### config.mk
export PLATFORM = sky130hd
export DESIGN_NAME = uart_baud_gen_flat
export DESIGN_NICKNAME = d
export VERILOG_FILES = /design/src/rtl/uart_baud_gen_if.sv /design/src/rtl/uart_baud_gen.sv /design/src/flat_wrapper.sv
export SDC_FILE = /design/constraint.sdc
export NUM_CORES = 1
export LEC_CHECK = 0
export BUFFER_PORTS_ARGS = -buffer_cell sky130_fd_sc_hd__buf_2
export CORE_AREA = 3 3 107 109
export CTS_CLUSTER_DIAMETER = 80
export DETAILED_ROUTE_END_ITERATION = 16
export DIE_AREA = 0 0 110 112
export GPL_TIMING_DRIVEN = 1
export RECOVER_POWER = 50
export SETUP_SLACK_MARGIN = 0.3
export SYNTH_ARGS = -nofsm -noshare
export SYNTH_HDL_FRONTEND = slang
export SYNTH_SLANG_ARGS = --single-unit
### constraint.sdc
create_clock -name clk -period 2.9 [get_ports clk]
set_clock_uncertainty 0.1 [all_clocks]
set_input_delay 0.58 -clock clk [delete_from_list [all_inputs] [get_ports clk]]
set_output_delay 0.58 -clock clk [all_outputs]
set_load 0.005 [all_outputs]
### src/rtl/uart_baud_gen_if.sv
// Configuration and strobe signals between the UART engines and the baud-rate generator.
// The generator takes the slave side; the UART engines take the master side.
interface uart_baud_gen_if #(
   parameter int DIV_WIDTH  = 16,
   parameter int FRAC_WIDTH = 4
);
   logic [DIV_WIDTH-1:0]  i_divisor;
   logic [FRAC_WIDTH-1:0] i_frac;
   logic                  i_cfg_load;
   logic                  o_cfg_pending;
   logic                  o_cfg_error;
   logic                  i_rx_strb_en;
   logic                  o_rx_strb;
   logic                  i_tx_strb_en;
   logic                  o_tx_strb;

   modport master (
      output i_divisor, i_frac, i_cfg_load, i_rx_strb_en, i_tx_strb_en,
      input  o_cfg_pending, o_cfg_error, o_rx_strb, o_tx_strb
   );

   modport slave (
      input  i_divisor, i_frac, i_cfg_load, i_rx_strb_en, i_tx_strb_en,
      output o_cfg_pending, o_cfg_error, o_rx_strb, o_tx_strb
   );
endinterface

### src/rtl/uart_baud_gen.sv
// Baud-rate strobe generator: mid-bit RX sample strobes and full-period TX strobes,
// with an integer-plus-fraction bit period so long runs do not drift.
module uart_baud_gen #(
   parameter int DIV_WIDTH  = 16,
   parameter int FRAC_WIDTH = 4,
   parameter int RESET_DIV  = 868
) (
   input logic            clk,
   input logic            rst,
   uart_baud_gen_if.slave bus
);
   localparam int CNT_WIDTH = DIV_WIDTH + 1;
   localparam logic [DIV_WIDTH-1:0] MIN_DIV = DIV_WIDTH'(4);
   localparam logic [DIV_WIDTH-1:0] RST_DIV = DIV_WIDTH'(RESET_DIV);
   localparam logic [CNT_WIDTH-1:0] CNT_ONE = CNT_WIDTH'(1);

   typedef enum logic [1:0] {RX_IDLE, RX_HALF, RX_RUN} rx_state_t;
   typedef enum logic {TX_IDLE, TX_RUN} tx_state_t;

   logic [DIV_WIDTH-1:0]  div_q;
   logic [FRAC_WIDTH-1:0] frac_q;
   logic                  cfg_pending;
   logic                  cfg_error;
   logic                  engines_idle;
   logic                  apply_cfg;
   logic [CNT_WIDTH-1:0]  base_period;
   logic [CNT_WIDTH-1:0]  half_period;

   rx_state_t             rx_state;
   logic [CNT_WIDTH-1:0]  rx_cnt;
   logic [FRAC_WIDTH-1:0] rx_acc;
   logic                  rx_strb;
   logic [FRAC_WIDTH:0]   rx_sum;
   logic [CNT_WIDTH-1:0]  rx_period;

   tx_state_t             tx_state;
   logic [CNT_WIDTH-1:0]  tx_cnt;
   logic [FRAC_WIDTH-1:0] tx_acc;
   logic                  tx_strb;
   logic [FRAC_WIDTH:0]   tx_sum;
   logic [CNT_WIDTH-1:0]  tx_period;

   assign engines_idle = !bus.i_rx_strb_en && !bus.i_tx_strb_en;
   assign apply_cfg    = engines_idle && (bus.i_cfg_load || cfg_pending);

   // One extra counter bit keeps D+1 representable at the maximum divisor.
   assign base_period = {1'b0, div_q};
   assign half_period = {2'b00, div_q[DIV_WIDTH-1:1]};

   assign rx_sum    = {1'b0, rx_acc} + {1'b0, frac_q};
   assign rx_period = base_period + {{DIV_WIDTH{1'b0}}, rx_sum[FRAC_WIDTH]};
   assign tx_sum    = {1'b0, tx_acc} + {1'b0, frac_q};
   assign tx_period = base_period + {{DIV_WIDTH{1'b0}}, tx_sum[FRAC_WIDTH]};

   // The period may only change while both engines are stopped, so a running
   // engine never sees its divisor move underneath it.
   always_ff @(posedge clk or posedge rst) begin
      if (rst) begin
         div_q       <= RST_DIV;
         frac_q      <= '0;
         cfg_pending <= 1'b0;
         cfg_error   <= 1'b0;
      end else if (apply_cfg) begin
         cfg_pending <= 1'b0;
         frac_q      <= bus.i_frac;
         if (bus.i_divisor < MIN_DIV) begin
            div_q     <= MIN_DIV;
            cfg_error <= 1'b1;
         end else begin
            div_q     <= bus.i_divisor;
            cfg_error <= 1'b0;
         end
      end else if (bus.i_cfg_load) begin
         cfg_pending <= 1'b1;
      end
   end

   always_ff @(posedge clk or posedge rst) begin
      if (rst) begin
         rx_state <= RX_IDLE;
         rx_cnt   <= '0;
         rx_acc   <= '0;
         rx_strb  <= 1'b0;
      end else begin
         rx_strb <= 1'b0;
         if (!bus.i_rx_strb_en) begin
            rx_state <= RX_IDLE;
            rx_cnt   <= '0;
            rx_acc   <= '0;
         end else begin
            case (rx_state)
               RX_IDLE: begin
                  rx_state <= RX_HALF;
                  rx_cnt   <= half_period;
               end
               RX_HALF, RX_RUN: begin
                  if (rx_cnt == CNT_ONE) begin
                     rx_strb  <= 1'b1;
                     rx_state <= RX_RUN;
                     rx_acc   <= rx_sum[FRAC_WIDTH-1:0];
                     rx_cnt   <= rx_period;
                  end else begin
                     rx_cnt <= rx_cnt - CNT_ONE;
                  end
               end
               default: rx_state <= RX_IDLE;
            endcase
         end
      end
   end

   always_ff @(posedge clk or posedge rst) begin
      if (rst) begin
         tx_state <= TX_IDLE;
         tx_cnt   <= '0;
         tx_acc   <= '0;
         tx_strb  <= 1'b0;
      end else begin
         tx_strb <= 1'b0;
         if (!bus.i_tx_strb_en) begin
            tx_state <= TX_IDLE;
            tx_cnt   <= '0;
            tx_acc   <= '0;
         end else begin
            case (tx_state)
               TX_IDLE: begin
                  tx_state <= TX_RUN;
                  tx_cnt   <= base_period;
               end
               TX_RUN: begin
                  if (tx_cnt == CNT_ONE) begin
                     tx_strb <= 1'b1;
                     tx_acc  <= tx_sum[FRAC_WIDTH-1:0];
                     tx_cnt  <= tx_period;
                  end else begin
                     tx_cnt <= tx_cnt - CNT_ONE;
                  end
               end
               default: tx_state <= TX_IDLE;
            endcase
         end
      end
   end

   assign bus.o_cfg_pending = cfg_pending;
   assign bus.o_cfg_error   = cfg_error;
   assign bus.o_rx_strb     = rx_strb;
   assign bus.o_tx_strb     = tx_strb;
endmodule

### src/flat_wrapper.sv
// flat-port wrapper written by rule: the top's interface ports become plain ports
module uart_baud_gen_flat 
#(
   parameter int DIV_WIDTH  = 16,
   parameter int FRAC_WIDTH = 4,
   parameter int RESET_DIV  = 868
)
  (clk, rst, bus_i_divisor, bus_i_frac, bus_i_cfg_load, bus_i_rx_strb_en, bus_i_tx_strb_en, bus_o_cfg_pending, bus_o_cfg_error, bus_o_rx_strb, bus_o_tx_strb);
  uart_baud_gen_if #(.DIV_WIDTH(DIV_WIDTH), .FRAC_WIDTH(FRAC_WIDTH)) bus_i ();
  input logic clk;
  input logic rst;
  input wire logic [$bits(bus_i.i_divisor)-1:0] bus_i_divisor;
  input wire logic [$bits(bus_i.i_frac)-1:0] bus_i_frac;
  input wire logic [$bits(bus_i.i_cfg_load)-1:0] bus_i_cfg_load;
  input wire logic [$bits(bus_i.i_rx_strb_en)-1:0] bus_i_rx_strb_en;
  input wire logic [$bits(bus_i.i_tx_strb_en)-1:0] bus_i_tx_strb_en;
  output wire logic [$bits(bus_i.o_cfg_pending)-1:0] bus_o_cfg_pending;
  output wire logic [$bits(bus_i.o_cfg_error)-1:0] bus_o_cfg_error;
  output wire logic [$bits(bus_i.o_rx_strb)-1:0] bus_o_rx_strb;
  output wire logic [$bits(bus_i.o_tx_strb)-1:0] bus_o_tx_strb;
  assign bus_i.i_divisor = bus_i_divisor;
  assign bus_i.i_frac = bus_i_frac;
  assign bus_i.i_cfg_load = bus_i_cfg_load;
  assign bus_i.i_rx_strb_en = bus_i_rx_strb_en;
  assign bus_i.i_tx_strb_en = bus_i_tx_strb_en;
  assign bus_o_cfg_pending = bus_i.o_cfg_pending;
  assign bus_o_cfg_error = bus_i.o_cfg_error;
  assign bus_o_rx_strb = bus_i.o_rx_strb;
  assign bus_o_tx_strb = bus_i.o_tx_strb;
  uart_baud_gen #(.DIV_WIDTH(DIV_WIDTH), .FRAC_WIDTH(FRAC_WIDTH), .RESET_DIV(RESET_DIV)) u_core (.clk(clk), .rst(rst), .bus(bus_i));
endmodule
Word level (Yosys, flattened, before mapping). Index checks and enable logic that the tools add are counted.

Bits in read-only memories: 0. Logic and storage cells: 66. Memories: 0. Input bits: 25. Output and inout bits: 4. Latch bits: 0. Register bits after elaboration: 69. Bits in writable memories: 0.

Bitwise logic cells: 1. Muxes and demuxes: 26. Add/subtract/negate cells: 6. Divide/modulo/power cells: 0. Equality and inequality tests: 10. Multiply operators: 0. Magnitude comparators: 1. Reductions and logical operators: 10. Shift-type cells: 0.

Operators with widths (count): $mux 17 (4); $pmux 17 s2 (2); $add 16x1->17 (2); $eq 17x1->1 const B (2); $sub 17x1->17 const B (2); $mux 4 (6); $lt 16x3->1 const B (1); $mux 16 (1); $add 4x4->5 (2); $mux 1 (10); $ne 2x1->1 const B (4); $mux 2 (2); $pmux 2 s2 (1); $reduce_and 2->1 (2); $ne 3x1->1 const B (1); $ne 3x2->1 const B (1); $eq 2x1->1 const B (1); $eq 2x2->1 const B (1); $logic_and 1x1->1 (2); $logic_not 1->1 (2); $logic_not 2->1 (1); $reduce_bool 2->1 (1); $reduce_or 2->1 (1); $logic_or 1x1->1 (1); $not 1->1 (1).

Longest topological paths before layout. Gate-level depths: netlist of run 1.

Depth in word-level cells: 5. Gate-level depth with buffers: 12. Depth with buffers taken out: 12.

Worst setup path before layout of run 1. Ideal clock, no wire load.

Path kind: reg2reg. From: register u_core.tx_acc[0]. To: register u_core.tx_cnt[14]. Period minus slack after synthesis: 2.733 ns. Data arrival time: 2.511 ns. Path slack: 0.167 ns. Stages on the path, launching flop included: 13. Required time: 2.679 ns. Path buffers: 0. Setup time: 0.121 ns. Cells stage by stage: dfrtp_1 -> ha_1 -> fa_1 -> a21o_1 -> a21o_1 -> ha_1 -> ha_1 -> and3_1 -> nand3_1 -> or2_2 -> or4_1 -> nand3_1 -> a32o_2.

Word-level cells in the longest chain between the ends: 5.

Ends and longest elaborated chain: start: declaration (line uart_baud_gen.sv:38) `logic [FRAC_WIDTH-1:0] tx_acc;`; start signal: assignment (line uart_baud_gen.sv:133) `tx_acc <= tx_sum[FRAC_WIDTH-1:0];`; $add 4x4->5 (line uart_baud_gen.sv:52) `assign tx_sum = {1'b0, tx_acc} + {1'b0, frac_q};`; $add 16x1->17 (line uart_baud_gen.sv:53) `assign tx_period = base_period + {{DIV_WIDTH{1'b0}}, tx_sum[FRAC_WIDTH]};`; $mux 17 (line uart_baud_gen.sv:131) `if (tx_cnt == CNT_ONE) begin`; $pmux 17 s2 (line uart_baud_gen.sv:125) `case (tx_state)`; $mux 17 (line uart_baud_gen.sv:120) `if (!bus.i_tx_strb_en) begin`; end signal: assignment (line uart_baud_gen.sv:128) `tx_cnt <= base_period;`; end signal: assignment (line uart_baud_gen.sv:134) `tx_cnt <= tx_period;`; end signal: assignment (line uart_baud_gen.sv:136) `tx_cnt <= tx_cnt - CNT_ONE;`; end: declaration (line uart_baud_gen.sv:37) `logic [CNT_WIDTH-1:0] tx_cnt;`.

Every way passes these cells. A chain may end at the register's enable or synchronous reset.

Final worst setup path of run 1.
From: register u_core.frac_q[0]. To: register u_core.tx_cnt[14].

Word-level cells in the longest chain between the ends: 5.

Ends and longest elaborated chain: start: declaration (line uart_baud_gen.sv:21) `logic [FRAC_WIDTH-1:0] frac_q;`; start signal: assignment (line uart_baud_gen.sv:65) `frac_q <= bus.i_frac;`; $add 4x4->5 (line uart_baud_gen.sv:52); $add 16x1->17 (line uart_baud_gen.sv:53); $mux 17 (line uart_baud_gen.sv:131); $pmux 17 s2 (line uart_baud_gen.sv:125); $mux 17 (line uart_baud_gen.sv:120).

Every way passes these cells.

==> flow_summary_export.csv, run 1 <==
group,metric,value,unit
clocking,cts-hold-fix-buffers,0,
drt,drt_pass1_iterations,5,
drt,ant_nets,0,
grt,antenna_found_initial,0,
critical_path,worst_setup_path_start_kind,"flip-flop",
synthesis,syn_nets,574,
power_and_ir_drop,power_switching,1.260,mW
job,max-cap-violations,0,
placement,gp_congestion,0.8599,
grt,overflow,0,
synthesis,yosysUniqueCellTypes,58,
power_and_ir_drop,clkPwrFrac,25.8,%
sta,grt_setup_unrepaired,"true",
min_path,hp-class,"in -> async",
clocking,cts_tree,"done",
power_and_ir_drop,powerDensity,606.3,nW/um2
sta,setup_violations,0,
power_and_ir_drop,p_comb_share,33.2,%
layout,fin_nets,605,
synthesis,netlist_instances,529,
sta,worstMarginPinSlew,1.264,ns
layout,seq_area,1734,um2
synthesis,ys_seq_area_share,37.01,%
drt,viasPerCell,6.017,
clocking,cts.path.max_buffers,2,
floorplanning,start_util,43.77,%
synthesis,ys_ff_latch,69,
clocking,clkTransAtPathRegs,0.08,ns
drt,drt_iter0_markers,389,
drt,drc,0,
critical_path,end_kind,"flip-flop",
layout,antenna_cells,0,
floorplanning,core_area,10700,um2
power_and_ir_drop,p_sw_share,37.76,%
clocking,cts-buffers-inserted,9,
power_and_ir_drop,leakage,2.350,nW
synthesis,yosys_warnings,0,
clocking,htree_levels,3,
drt,wl_per_cell,18.68,um
clocking,cts.sink_count,69,
grt,grt_pass1_wl,21380,um
sta,fin_crit_sh,91.26,%
synthesis,syn_avg_cell_area,8.851,um2
layout,multi_input_area,2958,um2
critical_path,path_class,"reg -> reg",
layout,syn2layout_area_growth,17.56,%
floorplanning,die_y,112,um
synthesis,synth_edf_count,0,
outcome,status,"complete, no violations",
placement,hpwl,9291,um
grt,track_usage,22.42,%
grt,grt_max_degree,50,
power_and_ir_drop,vdd_drop_max,0.0004302,V
sta,fmax,377.8,MHz
power_and_ir_drop,intPower,2.077,mW
power_and_ir_drop,seq_power_share,41.0,%
floorplanning,io_pins,29,
drt,wl,13170,um
placement,portBuffers,28,
clocking,cts-root-buf,"clkbuf_8",
sta,relSlewSlack,15.72,%
floorplanning,rows,38,
power_and_ir_drop,total_power,3.337,mW
drt,wl_met3,797,um
sta,slew_violations,0,
synthesis,dominantRegCellSynth,"dfrtp_1",
sta,fin_crit,2.647,ns
clocking,clk_latency,0.36,ns
synthesis,async_flop_share,100.0,%
layout,drive_gt1_share,24.78,%
floorplanning,die_area,12320,um2
critical_path,r2r_cells,12,
drt,highest_layer,"met4",
sta,fin_tns_setup,0,ns
synthesis,netlist_area,4682,um2
critical_path,critPathMaxFanout,5,
critical_path,cp.arrival,2.80,ns
grt,first_global_vias,4199,
drt,wirelength_met1,5852,um
drt,dr_wl_met2,6130,um
sta,hold_viol,0,
layout,fillers,1002,
floorplanning,fp.dieW,110,um
critical_path,cp.required,3.05,ns
drt,routed-via-count,4242,
critical path, cell delays in order (launching register included):
cell and delay [ns]:
dfrtp_2 0.45, ha_4 0.17, fa_2 0.34, a21o_1 0.16, a21o_1 0.20, ha_4 0.18, ha_4 0.15, and3_4 0.18
nand3_4 0.10, or2_4 0.13, or4_1 0.10, nand3_1 0.06, a32o_2 0.22
worst paths after layout:
kind	from	endpoint	slack, ns
max	u_core.frac_q[0]	u_core.tx_cnt[14]	0.25
min	rst	u_core.rx_cnt[2]	0.26
max reg2reg	u_core.frac_q[0]	u_core.tx_cnt[14]	0.25
min reg2reg	u_core.rx_state[0]	u_core.rx_state[0]	0.39
max in group asynchronous	rst	u_core.frac_q[0]	0.63
min in group clk	bus_i_divisor[2]	u_core.div_q[2]	0.34
timing repair:
action,CTS,global route
setup endpoints to repair,25,28
pin swaps,10,21
gates resized for setup,22,31
buffers inserted,4,5
power groups by stage:
stage	Combinational (mW)	Sequential [mW]	Clock (mW)
4_1_cts	1.07	1.35	0.879
5_1_grt	1.23	1.39	0.916
2_1_floorplan	0.844	1.25	0
3_3_place_gp	1.03	1.36	0
6_report	1.11	1.37	0.862
3_5_place_dp	1.04	1.36	0
Yosys cell counts (3+ instances only):
library cell	n	share of area, %
nand2b_1	3	0.40
nor4_1	15	2.0
a22o_1	4	0.75
a21boi_0	8	1.3
nor2_1	42	3.4
o21ai_0	41	4.4
mux2_2	21	5.1
or2_2	5	0.67
a21o_1	8	1.3
nand4_1	5	0.67
a21oi_1	20	2.1
a31oi_1	4	0.53
nand3b_1	4	0.64
mux2i_1	8	1.7
nor2b_1	8	1.1
nand2_1	54	4.3
ha_1	18	4.8
nor3_1	15	1.6
xor2_1	15	2.8
buf_2	8	0.86
inv_1	13	1.0
a211oi_1	9	1.4
o211ai_1	4	0.64
nand4b_1	5	0.94
clkbuf_1	28	2.2
dfstp_2	5	2.8
dfrtp_1	64	34
a311oi_1	4	0.75
or4_1	3	0.48
nand3_1	25	2.7
xnor2_1	22	4.1
o31ai_1	3	0.48
per-stage QoR:
step	area [um2]	util (%)	hold WS (ns)	setup WS [ns]	instances
detailed placement	5026	46.98	0.3792	0.08404	680
global placement	5026	46.98	0.3621	0.1480	680
global route	5504	51.45	0.3292	0.1690	705
finish	5504	51.45	0.2646	0.2533	705
floorplan	4691	-	0.3498	0.2592	529
CTS	5360	50.11	0.1403	0.1904	700
kinds of logic (layout without fill, tap and decap cells):
| kind of cell | count (synthesis) | in the layout | share of synthesized area (%) |
|---|---|---|---|
| AO/OA/AOI/OAI | 120 | 120 | 16.57 |
| XOR/XNOR | 37 | 37 | 6.921 |
| adder cells (fa/ha/maj) | 20 | 20 | 5.666 |
| buffers and inverters | 52 | 88 | 4.463 |
| flip-flops | 69 | 69 | 37.01 |
| multiplexers | 29 | 29 | 6.761 |
| AND/OR/NAND/NOR | 202 | 202 | 22.61 |
registers in the layout, indices dropped and copies added, names as in the netlist:
| register | flops |
|---|---|
| u_core.bus.o_tx_strb | 1 |
| u_core.bus.o_rx_strb | 1 |
| u_core.bus.o_cfg_error | 1 |
| u_core.frac_q | 4 |
| u_core.tx_cnt | 17 |
| u_core.bus.o_cfg_pending | 1 |
| u_core.rx_cnt | 17 |
| u_core.tx_state | 1 |
| u_core.rx_state | 2 |
| u_core.tx_acc | 4 |
| u_core.div_q | 16 |
| u_core.rx_acc | 4 |
routing by layer:
metal / vias to the layer above / track usage [%]
met5: - / 0
met4: 0 / 11.39
met3: 30 / 3.536
met2: 169 / 33.37
met1: 2079 / 31.30
li1: 1964 / -
area by class of cell:
class | instances | share of cell area, %
multi-input combinational | 408 | 53.74
sequential | 69 | 31.51
timing repair buffer | 59 | 6.842
tap | 140 | 3.183
clock buffer | 13 | 3.069
inverter | 13 | 0.8866
clock inverter | 3 | 0.7729
cell usage in the layout, fill, tap and decap left out, types with 6 or more instances in the layout:
| cell type | netlist | final |
|---|---|---|
| dfrtp_1 | 64 | 63 |
| nand2_1 | 54 | 53 |
| nor2_1 | 42 | 41 |
| o21ai_0 | 41 | 28 |
| buf_4 | 1 | 28 |
| buf_2 | 8 | 27 |
| mux2_2 | 21 | 21 |
| nand3_1 | 25 | 20 |
| a21oi_1 | 20 | 20 |
| xnor2_1 | 22 | 19 |
| xor2_1 | 15 | 15 |
| nor3_1 | 15 | 14 |
| nor4_1 | 15 | 13 |
| inv_1 | 13 | 13 |
| o21ai_1 | 0 | 12 |
| ha_1 | 18 | 12 |
| clkbuf_8 | 0 | 12 |
| nor2b_1 | 8 | 8 |
| a211oi_1 | 9 | 8 |
| a21o_1 | 8 | 8 |
| mux2i_1 | 8 | 8 |
| a21boi_0 | 8 | 7 |
| ha_4 | 0 | 6 |
(Power assumes the default switching activity.)
==> inputs of run 2 (changes only) <==
--- a/config.mk
+++ b/config.mk
@@ -5,11 +5,12 @@
 export SDC_FILE = /design/constraint.sdc
 export NUM_CORES = 1
 export LEC_CHECK = 0
+export ABC_AREA = 1
 export BUFFER_PORTS_ARGS = -buffer_cell sky130_fd_sc_hd__buf_2
-export CORE_AREA = 3 3 107 109
+export CORE_AREA = 3 3 118 120
 export CTS_CLUSTER_DIAMETER = 80
 export DETAILED_ROUTE_END_ITERATION = 16
-export DIE_AREA = 0 0 110 112
+export DIE_AREA = 0 0 121 123
 export GPL_TIMING_DRIVEN = 1
 export RECOVER_POWER = 50
 export SETUP_SLACK_MARGIN = 0.3
==> run 2 against run 1 <==
Core utilization down 7.8 points. Via count increased by 12%. Die area increased by 21%. Clock-buffer cell count unchanged. Clock power grew 42%. Critical path type unchanged. Highest routed layer unchanged.
==> flow_summary_export.csv, run 2 <==
group,metric,value,unit
floorplanning,core_area,13090,um2
synthesis,dominantRegCellSynth,"dfrtp_1",
drt,drt_pass1_iterations,5,
min_path,hp-class,"in -> async",
sta,grt_setup_unrepaired,"true",
placement,gp_congestion,0.8821,
layout,top_regs,"u_core.rx_cnt (17), u_core.tx_cnt (17), u_core.div_q (16)",
synthesis,synthTopCellsByCount,"nand2_1, inv_1, nor2_1",
power_and_ir_drop,total_power,3.704,mW
grt,overflow,0,
sta,fmax,409.7,MHz
drt,ant_nets,0,
synthesis,synth_top_area_cell,"dfrtp_1",
drt,wl_met3,765,um
layout,most-common-layout-cells,"nand2_1, inv_1, nor2_1",
critical_path,r2r_slack,0.46,ns
floorplanning,io_pins,29,
grt,track_usage,19.17,%
clocking,cts.path.max_buffers,2,
job,max-cap-violations,0,
synthesis,ys_top_cells_by_area,"dfrtp_1, nand2_1, nand3_1, inv_1, nor2_1",
drt,dr_wl_met2,6280,um
placement,dp.cells,939,
clocking,cts.sink_count,69,
critical_path,timing.rr.end,"u_core.tx_cnt[16]",
floorplanning,fp.dieW,121,um
drt,wl,13490,um
drt,wirelength_met1,6257,um
clocking,clkTransAtPathRegs,0.06,ns
power_and_ir_drop,leakage,2.860,nW
placement,place_area,5344,um2
sta,final.setup.worst_slack,0.4590,ns
synthesis,ys_ff_latch,69,
critical_path,end_kind,"flip-flop",
drt,highest_layer,"met4",
sta,setup_violations,0,
critical_path,r2r_start,"u_core.frac_q[0]",
critical_path,critPathMaxFanout,4,
critical_path,path_buf_inv,0,
clocking,cts_tree,"done",
critical_path,path_class,"reg -> reg",
drt,drc,0,
clocking,clk_latency,0.33,ns
synthesis,yosysMostFrequentCell,"nand2_1",
layout,layout_commonest_cell,"nand2_1",
clocking,cts-buffers-inserted,9,
clocking,cts-root-buf,"clkbuf_16",
synthesis,async_flop_share,100.0,%
sta,fin_tns_setup,0,ns
critical_path,cp.required,3.06,ns
grt,antenna_found_initial,0,
drt,wl_per_cell,14.11,um
layout,fin_nets,820,
synthesis,synth_top_area_share,31.82,%
floorplanning,start_util,38.47,%
clocking,htree_levels,3,
drt,viasPerCell,4.970,
critical_path,cp.arrival,2.60,ns
sta,hold_viol,0,
synthesis,ys_seq_area_share,34.43,%
sta,worst_hold_slack,0.3203,ns
critical_path,critical-path-top-delay-family,"adder cells",
drt,routed-via-count,4751,
synthesis,netlist_instances,746,
synthesis,syn_avg_cell_area,6.747,um2
synthesis,synth_edf_count,0,
layout,drive_gt1_share,11.28,%
sta,slew_violations,0,
layout,stdcell_area,5705,um2
critical_path,path_cells,"ha_1 > fa_2 > a21oi_2 > o21bai_1 > ha_1 > ha_1 > nand3_2 > nor2_4 > nand3_1 > o21ai_0 > nand3_1 > a21oi_1",
placement,place_ws,0.3619,ns
floorplanning,rows,42,
floorplanning,die_y,123,um
sta,relSlewSlack,17.08,%
clocking,cts-hold-fix-buffers,0,
critical_path,slowest_stage,"dfrtp_1",
critical_path,cp.depth,12,
synthesis,yosysUniqueCellTypes,37,
grt,first_global_vias,4594,
layout,antenna_cells,0,
sta,worstMarginPinSlew,1.244,ns
critical_path,worst_setup_path_start_kind,"flip-flop",
power_and_ir_drop,powerDensity,649.3,nW/um2
critical_path,r2r_cells,12,
floorplanning,die_area,14880,um2
grt,grt_pass1_wl,22580,um
layout,fin_util,43.60,%
outcome,status,"complete, no violations",
layout,stdcell_count,956,
placement,hpwl,10330,um
power_and_ir_drop,vdd_drop_max,0.0002819,V
grt,grt_max_degree,47,
drt,drt_iter0_markers,273,
placement,portBuffers,28,
layout,syn2layout_area_growth,13.35,%
sta,fin_crit_sh,84.17,%
layout,fillers,1372,
sta,fin_crit,2.441,ns
critical_path,slowest_delay,0.37,ns
critical_path,cpMostUsedCell,"ha_1",
synthesis,yosys_warnings,0,
synthesis,netlist_area,5034,um2
synthesis,syn_nets,791,
[run 2: cell types whose count changed after synthesis, sizes merged, moves of 11 or more]
cell and delta:
clkbuf -22, xnor2 -17, a21oi +16, o21ai +24
nor4 -15, mux2 -21, nand3 +56, nor2 +53
nor3 -11, inv +90, nand2 +159
[run 2: worst max-delay path by stage]
stage	endpoint	slack, ns	from
after CTS	u_core.tx_cnt[6]	0.33	u_core.frac_q[0]
after floorplan	u_core.bus.o_cfg_error	0.49	rst
after detailed placement	u_core.tx_cnt[6]	0.36	u_core.frac_q[0]
after global placement	u_core.tx_cnt[6]	0.37	u_core.frac_q[0]
final	u_core.tx_cnt[16]	0.46	u_core.frac_q[0]
after global routing	u_core.div_q[11]	0.26	rst
[run 2: kinds of logic (layout without fill, tap and decap cells)]
kind of cell | after synthesis | in the layout | synth area share (%)
XOR/XNOR | 22 | 22 | 3.828
AO/OA/AOI/OAI | 109 | 109 | 11.36
AND/OR/NAND/NOR | 406 | 406 | 35.20
adder cells (fa/ha/maj) | 20 | 20 | 5.270
flip-flops | 69 | 69 | 34.43
buffers and inverters | 120 | 154 | 9.918
[run 2: power by group]
group,internal [mW],total [mW],leakage [nW],switching [mW]
registers,1.11,1.30,0.882,0.190
clock network,0.801,1.22,0.156,0.421
logic,0.393,1.18,1.82,0.785
total,2.31,3.70,2.86,1.40
[run 2: repair_timing]
item	CTS	global route
setup endpoints to repair	0	21
buffers inserted	0	1
gates resized for setup	0	12
[run 2: worst register-to-register path, stage by stage (launching register included)]
cell and delay [ns]:
dfrtp_1 0.37, ha_1 0.20, fa_2 0.24, a21oi_2 0.06, o21bai_1 0.12, ha_1 0.18, ha_1 0.20, nand3_2 0.13
nor2_4 0.18, nand3_1 0.10, o21ai_0 0.26, nand3_1 0.10, a21oi_1 0.15
[run 2: final cells by class]
type / instances / area (um2) / share of cell area (%)
Tap cell: 176 / 220.2 / 3.860
Inverter: 104 / 391.6 / 6.864
Sequential cell: 69 / 1734 / 30.39
Timing Repair Buffer: 34 / 193.9 / 3.399
Multi-Input combinational cell: 557 / 2838 / 49.74
Clock inverter: 3 / 67.56 / 1.184
Clock buffer: 13 / 260.3 / 4.561
[run 2: per-layer routing]
layer  vias to the layer above  track usage (%)
li1                       2435                -
met1                      2173            26.39
met2                       130            31.47
met3                        13            2.242
met4                         0            6.445
met5                         -                0
